`src/rtl/mips_pkg.sv`:
```
// mips_pkg: shared FSM encodings and config-port address map for the interrupt controller
package mips_pkg;

    typedef enum logic [1:0] {
        IDLE    = 2'd0,
        ISSUE   = 2'd1,
        SERVICE = 2'd2
    } irq_state_e;

    localparam logic [1:0] CFG_MASK   = 2'd0;
    localparam logic [1:0] CFG_PEND   = 2'd1;
    localparam logic [1:0] CFG_STATUS = 2'd2;

endpackage

```
`src/rtl/irq_prio_enc.sv`:
```
// irq_prio_enc: combinational fixed-priority encoder, lowest set index wins
module irq_prio_enc #(
    parameter int N = 4,
    parameter int W = 4
) (
    input  logic [N-1:0] vec,
    output logic         valid,
    output logic [W-1:0] idx
);

    // scan from the top down so the lowest set bit is the last to overwrite idx
    always_comb begin
        valid = |vec;
        idx   = '0;
        for (int i = N - 1; i >= 0; i--)
            if (vec[i]) idx = W'(i);
    end

endmodule

```
`src/rtl/irq_controller.sv`:
```
// irq_controller: edge-latched, masked, fixed-priority interrupt issue with EOI handshake
module irq_controller
    import mips_pkg::*;
#(
    parameter int N_SRC = 4,
    parameter int ID_W  = 4
) (
    input  logic             clk,
    input  logic             reset,
    input  logic [N_SRC-1:0] irq_src,
    input  logic             stall,
    input  logic             eoi,
    input  logic             cfg_we,
    input  logic [1:0]       cfg_addr,
    input  logic [15:0]      cfg_wdata,
    output logic [15:0]      cfg_rdata,
    output logic             interrupt,
    output logic [ID_W-1:0]  irq_id,
    output logic             in_service
);

    irq_state_e       state_q, state_d;
    logic [N_SRC-1:0] src_q;
    logic [N_SRC-1:0] pend_q, pend_d;
    logic [N_SRC-1:0] mask_q, mask_d;
    logic [ID_W-1:0]  id_q, id_d;
    logic             insvc_q, insvc_d;
    logic [15:0]      rdata_q, rdata_d;
    logic [N_SRC-1:0] cand, w1c, clr;
    logic [ID_W-1:0]  sel;
    logic             cand_valid, issue;
    logic [ID_W+2:0]  status;
    logic             unused_wdata;

    assign cand         = pend_q & mask_q;
    assign issue        = (state_q == IDLE) && cand_valid && !stall;
    assign status       = {insvc_q, state_q, id_q};
    assign unused_wdata = ^cfg_wdata;

    irq_prio_enc #(.N(N_SRC), .W(ID_W)) u_enc (
        .vec   (cand),
        .valid (cand_valid),
        .idx   (sel)
    );

    // state and datapath registers; reset overrides eoi and config writes
    always_ff @(posedge clk) begin
        if (reset) begin
            state_q <= IDLE;
            src_q   <= '0;
            pend_q  <= '0;
            mask_q  <= '0;
            id_q    <= '0;
            insvc_q <= 1'b0;
            rdata_q <= '0;
        end else begin
            state_q <= state_d;
            src_q   <= irq_src;
            pend_q  <= pend_d;
            mask_q  <= mask_d;
            id_q    <= id_d;
            insvc_q <= insvc_d;
            rdata_q <= rdata_d;
        end
    end

    // next state: stall only gates leaving IDLE, ISSUE lasts one cycle, SERVICE waits for eoi
    always_comb begin
        state_d = IDLE;
        case (state_q)
            IDLE:    state_d = issue ? ISSUE : IDLE;
            ISSUE:   state_d = SERVICE;
            SERVICE: state_d = eoi ? IDLE : SERVICE;
            default: state_d = IDLE;
        endcase
    end

    // pending/mask/id/status updates and registered read mux; a new edge beats W1C and issue-clear
    always_comb begin
        w1c     = (cfg_we && cfg_addr == CFG_PEND) ? cfg_wdata[N_SRC-1:0] : '0;
        clr     = issue ? (N_SRC'(1) << sel) : '0;
        pend_d  = (pend_q & ~w1c & ~clr) | (irq_src & ~src_q);
        mask_d  = (cfg_we && cfg_addr == CFG_MASK) ? cfg_wdata[N_SRC-1:0] : mask_q;
        id_d    = issue ? sel : id_q;
        insvc_d = issue ? 1'b1 : (state_q == SERVICE && eoi) ? 1'b0 : insvc_q;
        rdata_d = cfg_addr == CFG_MASK   ? 16'(mask_q) :
                  cfg_addr == CFG_PEND   ? 16'(pend_q) :
                  cfg_addr == CFG_STATUS ? 16'(status) : 16'h0000;
    end

    assign interrupt  = state_q == ISSUE;
    assign irq_id     = id_q;
    assign in_service = insvc_q;
    assign cfg_rdata  = rdata_q;

endmodule
```
`config.mk`:
```
export PLATFORM = sky130hd
export DESIGN_NAME = irq_controller
export DESIGN_NICKNAME = d
export VERILOG_FILES = /design/src/rtl/mips_pkg.sv /design/src/rtl/irq_prio_enc.sv /design/src/rtl/irq_controller.sv
export SDC_FILE = /design/constraint.sdc
export NUM_CORES = 1
export LEC_CHECK = 0
export ABC_CLOCK_PERIOD_IN_PS = 2350
export BUFFER_PORTS_ARGS = -buffer_cell sky130_fd_sc_hd__buf_4
export CAP_MARGIN = 20
export CORE_ASPECT_RATIO = 0.7
export CORE_UTILIZATION = 36
export DETAILED_ROUTE_END_ITERATION = 16
export SYNTH_ARGS = -nofsm -noshare
export SYNTH_HDL_FRONTEND = slang
export SYNTH_SLANG_ARGS = --single-unit
```
`constraint.sdc`:
```
create_clock -name clk -period 2.35 [get_ports clk]
set_input_delay 0.3525 -clock clk [delete_from_list [all_inputs] [get_ports clk]]
set_output_delay 0.3525 -clock clk [all_outputs]
set_load 0.01 [all_outputs]
```
Word-level counts from Yosys, hierarchy flattened
Index checks and enable logic that the tools add are counted.
{"block": "op_classes", "bitwise": 9, "n_eq_ne": 4, "shift": 1, "muxes": 14, "n_reduce_logical": 12}
{"cell": "2-to-1 mux 4 bit", "count": 5}
{"cell": "bitwise AND 4 bit", "count": 4}
{"cell": "inverter 4 bit", "count": 3}
{"cell": "2-to-1 mux 2 bit", "count": 5}
{"cell": "OR reduction 4 bit", "count": 2}
{"cell": "case mux 2 bit (3 select lines)", "count": 1}
{"cell": "logical AND 1 bit", "count": 5}
{"cell": "equality test 2 x 1 -> 1 bit (second input constant)", "count": 2}
{"cell": "equality test 2 bit (second input constant)", "count": 2}
{"cell": "logical NOT 2 bit", "count": 2}
{"cell": "bitwise OR 4 bit", "count": 1}
{"cell": "<< shifter 1 x 4 -> 4 bit (first input constant)", "count": 1}
{"cell": "2-to-1 mux 1 bit", "count": 3}
{"cell": "OR reduction 3 bit", "count": 1}
{"cell": "nonzero test 2 bit", "count": 1}
{"cell": "logical NOT 1 bit", "count": 1}
{"cell": "inverter 1 bit", "count": 1}
{"block": "totals", "ff_bits": 35, "output_inout_bits": 22, "in_bits": 27, "wordCells": 49}

Logic depth before layout (Yosys ltp)
Gate-level depths: netlist of run 1.
{"block": "depth", "depth_word": 10, "mapped_depth": 5, "ltp_nobuf": 4}

Modules after synthesis
From an unflattened synthesis of run 1, not the netlist that was laid out.
{"block": "unflattened", "cells_unflattened": 124, "area_unflattened_um2": 1144.8}
{"module": "irq_controller", "cells_per_inst": 114, "area_each_um2": 1091.0, "instances": 1, "seq_area_each_um2": 520.5}
{"module": "irq_prio_enc", "cells_per_inst": 10, "area_each_um2": 53.8, "instances": 1, "seq_area_each_um2": 0.0}

Least setup slack after synthesis of run 1
No wires, ideal clock.
{"block": "synth_timing", "kind": "input -> register", "startpoint": "input port cfg_addr[0]", "endpoint": "register pend_q[0]", "setup_time_ns": 0.117, "path_stages": 4, "slack_ns": 1.176, "t_arrival_ns": 1.057, "cell_sequence": "buf_4 and3b_1 a22oi_1 a32o_2"}
{"block": "synth_via", "elab_chain_len": 7}
{"item": "start: declaration", "line": "irq_controller.sv:14", "rtl": "input logic [1:0] cfg_addr,"}
{"item": "equality test 2 x 1 -> 1 bit", "line": "irq_controller.sv:80", "rtl": "w1c = (cfg_we && cfg_addr == CFG_PEND) ? cfg_wdata[N_SRC-1:0] : '0;"}
{"item": "logical AND 1 bit", "line": "irq_controller.sv:80"}
{"item": "2-to-1 mux 4 bit", "line": "irq_controller.sv:80"}
{"item": "inverter 4 bit", "line": "irq_controller.sv:82", "rtl": "pend_d = (pend_q & ~w1c & ~clr) | (irq_src & ~src_q);"}
{"item": "bitwise AND 4 bit (2 in a row)", "line": "irq_controller.sv:82"}
{"item": "bitwise OR 4 bit", "line": "irq_controller.sv:82"}
{"item": "end signal: assignment", "line": "irq_controller.sv:59", "rtl": "pend_q <= pend_d;"}
{"item": "end: declaration", "line": "irq_controller.sv:24", "rtl": "logic [N_SRC-1:0] pend_q, pend_d;"}
Every way passes these cells.
A chain may end at the register's enable or synchronous reset.

Worst setup path after layout of run 1
{"block": "layout_timing", "startpoint": "register state_q[0]", "endpoint": "output port interrupt"}
{"block": "layout_via", "elab_chain_len": 1}
{"item": "start: declaration", "line": "irq_controller.sv:22", "rtl": "irq_state_e state_q, state_d;"}
{"item": "start signal: assignment", "line": "irq_controller.sv:57", "rtl": "state_q <= state_d;"}
{"item": "equality test 2 x 1 -> 1 bit", "line": "irq_controller.sv:91", "rtl": "assign interrupt = state_q == ISSUE;"}
{"item": "end: declaration", "line": "irq_controller.sv:17", "rtl": "output logic interrupt,"}
Every way passes these cells.

==> results of run 1 <==
==> state kept, by name, indices dropped and copies added, names as in the netlist <==
register and count:
cfg_rdata 7, irq_id 2, mask_q 4, in_service 1, src_q 4, pend_q 4, state_q 2
==> final cells by class <==
cell class,count,area [µm²],area share
clock buffer,3,41.29,0.03350
multi-input combinational,76,461.7,0.3746
sequential,24,480.5,0.3898
inverter,5,18.77,0.01523
tap,34,42.54,0.03452
timing repair buffer,25,187.7,0.1523
==> power groups by stage <==
stage                     Sequential, µW  Combinational, µW  Clock, µW
after floorplan                      444               65.0          0
after global routing                 439               96.4        256
final                                437               86.3        229
after global placement               445               84.8          0
after CTS                            437               86.4        236
after detailed placement             446               86.1          0
==> placed cells by master (no fill, tap or decap), types with 3 or more instances in the layout <==
master	count
mux2i_1	9
inv_1	5
dfxtp_1	24
nor2b_1	5
and3_1	3
buf_4	25
nor2_1	11
a21oi_1	5
clkbuf_8	3
conb_1	11
nand2_1	12
==> kinds of logic after synthesis <==
kind of cell | count (synthesis)
flops | 24
buf+inv | 19
other cells | 1
simple gates | 40
compound gates | 16
mux | 9
==> critical path, delay by kind of cell (launching register included) <==
kind / cells / cell delay, ns
flops: 1 / 0.43
buf+inv: 1 / 0.14
simple gates: 1 / 0.20
==> metrics by stage <==
stage | cells | setup slack, ns | total power, µW
floorplan | 119 | 1.176 | 508.9
global placement | 164 | 1.047 | 530.1
detailed placement | 164 | 1.039 | 532.3
CTS | 167 | 0.9583 | 759.4
global route | 167 | 0.8986 | 791.6
finish | 167 | 0.9742 | 751.9
==> worst max path at each step <==
stage                                     start                   end  cells after the start
after CTS                 state_q[0]$_SDFF_PP0_             interrupt                      2
after detailed placement            cfg_addr[1]  pend_q[0]$_SDFF_PP0_                      4
final                     state_q[0]$_SDFF_PP0_             interrupt                      2
after global routing      state_q[0]$_SDFF_PP0_             interrupt                      2
after floorplan                     cfg_addr[0]  pend_q[0]$_SDFF_PP0_                      4
after global placement              cfg_addr[1]  pend_q[0]$_SDFF_PP0_                      4
==> metal layers <==
metal / part of all wire / vias to the layer above
met3: 0.066 / 2
met5: 0 / -
li1: - / 402
met1: 0.52 / 361
met2: 0.41 / 26
met4: 0.0045 / 0
==> impl_metrics.env, run 1 <==
export IMPL_status="finished, final reports clean"
export IMPL_hp_class="in -> reg"
export IMPL_cts_resized=0
export IMPL_drc_errors=0
export IMPL_arrival_ns=1.02
export IMPL_internal_power_uw=578.2
export IMPL_placed_area_um2=1191
export IMPL_timing_rr_start="state_q[0]$_SDFF_PP0_"
export IMPL_dieHeight_um=46.59
export IMPL_p_comb_frac=0.115
export IMPL_pin_count=49
export IMPL_vias_per_cell=4.737
export IMPL_drv_cap=0
export IMPL_detail_route_antenna_nets=0
export IMPL_syn_area_um2=1022
export IMPL_yosys_warnings=0
export IMPL_reg2reg_slack_ns=1.11
export IMPL_critPathKind="reg -> out"
export IMPL_worst_hold_slack_ns=0.2981
export IMPL_p_per_area_nw_per_um2=610.1
export IMPL_area_growth_pct=20.56
export IMPL_synth_top_area_cell="dfxtp_1"
export IMPL_critPathRequiredTime_ns=2.00
export IMPL_cts_tree="built"
export IMPL_report_final_slew_viol_count=0
export IMPL_yosys_top_cells_count="dfxtp_1 (24), buf_4 (12), nand2_1 (12)"
export IMPL_core_um2=2571
export IMPL_fin_nets=162
export IMPL_rsz0062_at_grt="no"
export IMPL_drive_gt1_frac=0.2331
export IMPL_yosysSeqAreaShare=0.4700
export IMPL_vias=791
export IMPL_crit_fanout=5
export IMPL_synthXorXnorAreaFrac=0
export IMPL_antenna_cells=0
export IMPL_totalWireLength_mm=1.984
export IMPL_rr_endpoint="pend_q[1]$_SDFF_PP0_"
export IMPL_fmax_mhz=726.8
export IMPL_end_kind="output port"
export IMPL_synth_compound_area_frac=0.1126
export IMPL_fin_area_um2=1232
export IMPL_grtUsageMet2=0.2122
export IMPL_gr_usage_met1=0.2071
export IMPL_cp_slowest_stage_delay_ns=0.43
export IMPL_cts_sinks=24
export IMPL_die_area_um2=3060
export IMPL_gr_usage_met3=0.04950
export IMPL_numCtsBuffers=3
export IMPL_synth_adder_area_share=0
export IMPL_finalHoldViolations=0
export IMPL_p_clk_frac=0.304
export IMPL_p_leak_uw=0.0005672
export IMPL_cts_hold_fix_buffers=0
export IMPL_worstPathCellList="nor2b_1 > buf_4"
export IMPL_finalClockSkew_ns=0.002845
export IMPL_antenna_found_initial=0
export IMPL_ys_async_sr_fraction=0
export IMPL_place_congestion=0.8187
export IMPL_synth_most_common_cell="dfxtp_1"
export IMPL_setup_violations=0
export IMPL_clk_pin_slew_ns=0.07
export IMPL_port_buffers=25
export IMPL_ys_seq_elements=24
export IMPL_slowest_stage="dfxtp_1"
export IMPL_critPathLaunchType="register"
export IMPL_grt_max_degree=18
export IMPL_synth_edff_count=0
export IMPL_synth_distinct_cells=28
export IMPL_final_core_util=0.4793
export IMPL_switching_share=0.2310
export IMPL_min_to="src_q[3]$_SDFF_PP0_"
export IMPL_synth_top_area_frac=0.4700
export IMPL_clk_path_buf_depth=2
export IMPL_synth_mux_area_frac=0.08813
export IMPL_initial_utilization=0.3976
export IMPL_synth_top_family_by_area="simple AND/OR/NAND/NOR gates"
export IMPL_wl_per_cell_um=11.88
export IMPL_detail_route_first_pass_iterations=4
export IMPL_synthSimpleGateAreaFrac=0.2105
export IMPL_seqPwrFrac=0.581
export IMPL_hold_path_depth=3
export IMPL_grt_busiest_layer="met2"
export IMPL_fillers=249
export IMPL_synth_top_flop_cell="dfxtp_1"
export IMPL_peakVddDrop_mv=0.4014
export IMPL_post_route_period_util=0.5855
export IMPL_overflow=0
export IMPL_track_usage=0.1482
export IMPL_drtIter0Drc=42
export IMPL_grt_pass1_vias=721
export IMPL_tns_ns=0
export IMPL_grt_pass1_wl_mm=3.291
export IMPL_rows=15
export IMPL_cts_root_buf="clkbuf_8"
export IMPL_die_x_um=65.69
export IMPL_r2r_cells=3
export IMPL_power_switching_uw=173.7
export IMPL_clock_latency_ns=0.26
export IMPL_synth_avg_cell_area_um2=9.378
export IMPL_hpwl_mm=1.493
export IMPL_min_from="irq_src[3]"
export IMPL_htreeDepth=1
export IMPL_yosys_top_cells_area="dfxtp_1 (47%), mux2i_1 (8.8%), buf_4 (8.8%), nand2_1 (4.4%), nor2_1 (4.0%)"
export IMPL_min_period_ns=1.376
export IMPL_syn_inst=109
export IMPL_postCtsSetupBuffers=0
No activity file was read; power rests on OpenSTA's default activity.
==> run 2, diff against run 1 <==
--- a/config.mk
+++ b/config.mk
@@ -5,12 +5,13 @@
 export SDC_FILE = /design/constraint.sdc
 export NUM_CORES = 1
 export LEC_CHECK = 0
-export ABC_CLOCK_PERIOD_IN_PS = 2350
+export ABC_CLOCK_PERIOD_IN_PS = 1100
 export BUFFER_PORTS_ARGS = -buffer_cell sky130_fd_sc_hd__buf_4
 export CAP_MARGIN = 20
 export CORE_ASPECT_RATIO = 0.7
 export CORE_UTILIZATION = 36
 export DETAILED_ROUTE_END_ITERATION = 16
+export PLACE_DENSITY = 0.67
 export SYNTH_ARGS = -nofsm -noshare
 export SYNTH_HDL_FRONTEND = slang
 export SYNTH_SLANG_ARGS = --single-unit
==> constraint.sdc (replaced) <==
create_clock -name clk -period 1.1 [get_ports clk]
set_input_delay 0.165 -clock clk [delete_from_list [all_inputs] [get_ports clk]]
set_output_delay 0.165 -clock clk [all_outputs]
set_load 0.01 [all_outputs]
==> run 2 against run 1 <==
Net effect:
- setup slack lost 1.1 ns
- largest cell class unchanged
- clock power grew 120%
- critical path depth grew 2
- utilization increased by 4.2 points
- the run now ends with setup timing left
- sequential power increased by 110%
- hold slack lost 0.19 ns
- wire length increased by 6.4%
==> impl_metrics.env, run 2 (same netlist as run 1, synthesis figures left out) <==
export IMPL_status="finished with violations"
export IMPL_violations="setup timing"
export IMPL_total_power_uw=1643
export IMPL_drtIter0Drc=31
export IMPL_cts_root_buf="clkbuf_8"
export IMPL_largest_register_ffs=7
export IMPL_setup_violations=6
export IMPL_finalHoldViolations=0
export IMPL_totalWireLength_mm=2.110
export IMPL_port_buffers=25
export IMPL_die_area_um2=3060
export IMPL_drv_cap=0
export IMPL_place_ws_ns=-0.09195
export IMPL_p_leak_uw=0.0006286
export IMPL_critPathLaunchType="register"
export IMPL_final_cell_mix="buf_4 (34), dfxtp_1 (22), nand2_1 (12), nor2_1 (11), conb_1 (11)"
export IMPL_post_route_period_util=1.077
export IMPL_worstPathCellList="nor3_4 > buf_4 > nand3_1 > a22o_1"
export IMPL_p_per_area_nw_per_um2=1225
export IMPL_hp_class="in -> reg"
export IMPL_track_usage=0.1392
export IMPL_arrival_ns=1.34
export IMPL_cts_sinks=24
export IMPL_report_final_slew_viol_count=0
export IMPL_grt_max_degree=13
export IMPL_core_um2=2571
export IMPL_detail_route_antenna_nets=0
export IMPL_fin_nets=173
export IMPL_antenna_cells=0
export IMPL_drc_errors=0
export IMPL_tns_ns=-0.2712
export IMPL_critPathRequiredTime_ns=1.26
export IMPL_place_congestion=0.8204
export IMPL_peakVddDrop_mv=0.6513
export IMPL_hold_path_depth=3
export IMPL_slowest_stage="dfxtp_2"
export IMPL_crit_buf_inv=1
export IMPL_vias=855
export IMPL_pin_count=49
export IMPL_overflow=0
export IMPL_cp_slowest_stage_delay_ns=0.34
export IMPL_end_kind="register"
export IMPL_grt_pass1_wl_mm=3.091
export IMPL_clk_pin_slew_ns=0.08
export IMPL_cts_tree="built"
export IMPL_clk_path_buf_depth=2
export IMPL_rsz0062_at_grt="yes"
export IMPL_cts_hold_fix_buffers=0
export IMPL_finalClockSkew_ns=0.001199
export IMPL_rows=15
export IMPL_layout_commonest_cell="buf_4"
export IMPL_worstSetupPathDepth=4
export IMPL_grt_pass1_vias=701
export IMPL_antenna_found_initial=0
export IMPL_numCtsBuffers=3
export IMPL_area_growth_pct=31.21
export IMPL_fmax_mhz=844.0
export IMPL_critPathKind="reg -> reg"
export IMPL_fin_ws_ns=-0.08480
export IMPL_cp_top_family="simple AND/OR/NAND/NOR gates"
export IMPL_vias_per_cell=4.803
export IMPL_drive_gt1_frac=0.3194
export IMPL_detail_route_first_pass_iterations=4
export IMPL_htreeDepth=1
export IMPL_die_x_um=65.69
export IMPL_wl_per_cell_um=11.85
export IMPL_r2r_cells=4
export IMPL_dieHeight_um=46.59
export IMPL_clock_latency_ns=0.26
export IMPL_crit_fanout=7
export IMPL_hpwl_mm=1.583
export IMPL_initial_utilization=0.3976
export IMPL_min_period_ns=1.185
==> run 2: changes by cell type in the layout (fill, tap and decap cells not counted), sizes merged <==
cell  previous run  this run
buf             25        36
==> run 2: power by group <==
group	switching (µW)	total [µW]	internal [µW]	leakage [µW]
sequential	27.6	930	902	0.000198
combinational	108	218	110	0.000409
clock	251	495	244	0.0000216
total	387	1640	1260	0.000629
==> run 2: final cells by class <==
class / instances / area, µm²
fillers: 241 / 1230
clock buffers: 3 / 41.29
multi-input cells: 76 / 475.5
well taps: 34 / 42.54
repair buffers: 36 / 277.8
flip-flops and latches: 24 / 485.5
inverters: 5 / 18.77
==> run 2: repair_timing <==
item / CTS / global route
gates resized for setup: 6 / 2
setup endpoints to repair: 6 / 8
pin swaps: 7 / 4
setup buffers: 1 / 2
==> run 2: worst min-delay path, delay by kind of cell <==
family / cells / cell delay [ns]
AND/OR/NAND/NOR: 1 / 0.05
buffers and inverters: 2 / 0.13
==> run 2: path summary, 6_finish.rpt <==
check                   startpoint              endpoint  slack [ns]
max          state_q[1]$_SDFF_PP0_  pend_q[2]$_SDFF_PP0_       -0.08
min                     irq_src[3]   src_q[3]$_SDFF_PP0_        0.11
min reg2reg    src_q[3]$_SDFF_PP0_  pend_q[3]$_SDFF_PP0_        0.41
max reg2reg  state_q[1]$_SDFF_PP0_  pend_q[2]$_SDFF_PP0_       -0.08
==> run 2: metrics by stage <==
| stage | cell area (µm²) | utilization | hold WS, ns | std cells |
|---|---|---|---|---|
| 2_1_floorplan | 1060 | - | 0.2443 | 119 |
| 3_3_place_gp | 1251 | 0.4866 | 0.3699 | 172 |
| 3_5_place_dp | 1251 | 0.4866 | 0.3739 | 172 |
| 4_1_cts | 1318 | 0.5124 | 0.1056 | 176 |
| 5_1_grt | 1341 | 0.5217 | 0.1159 | 178 |
| 6_report | 1341 | 0.5217 | 0.1082 | 178 |
==> run 2: layer usage <==
metal	global-route usage	part of all wire
met1	0.1869	0.47
met4	0.03478	0.0033
met3	0.05693	0.077
met5	0	0
met2	0.2061	0.45
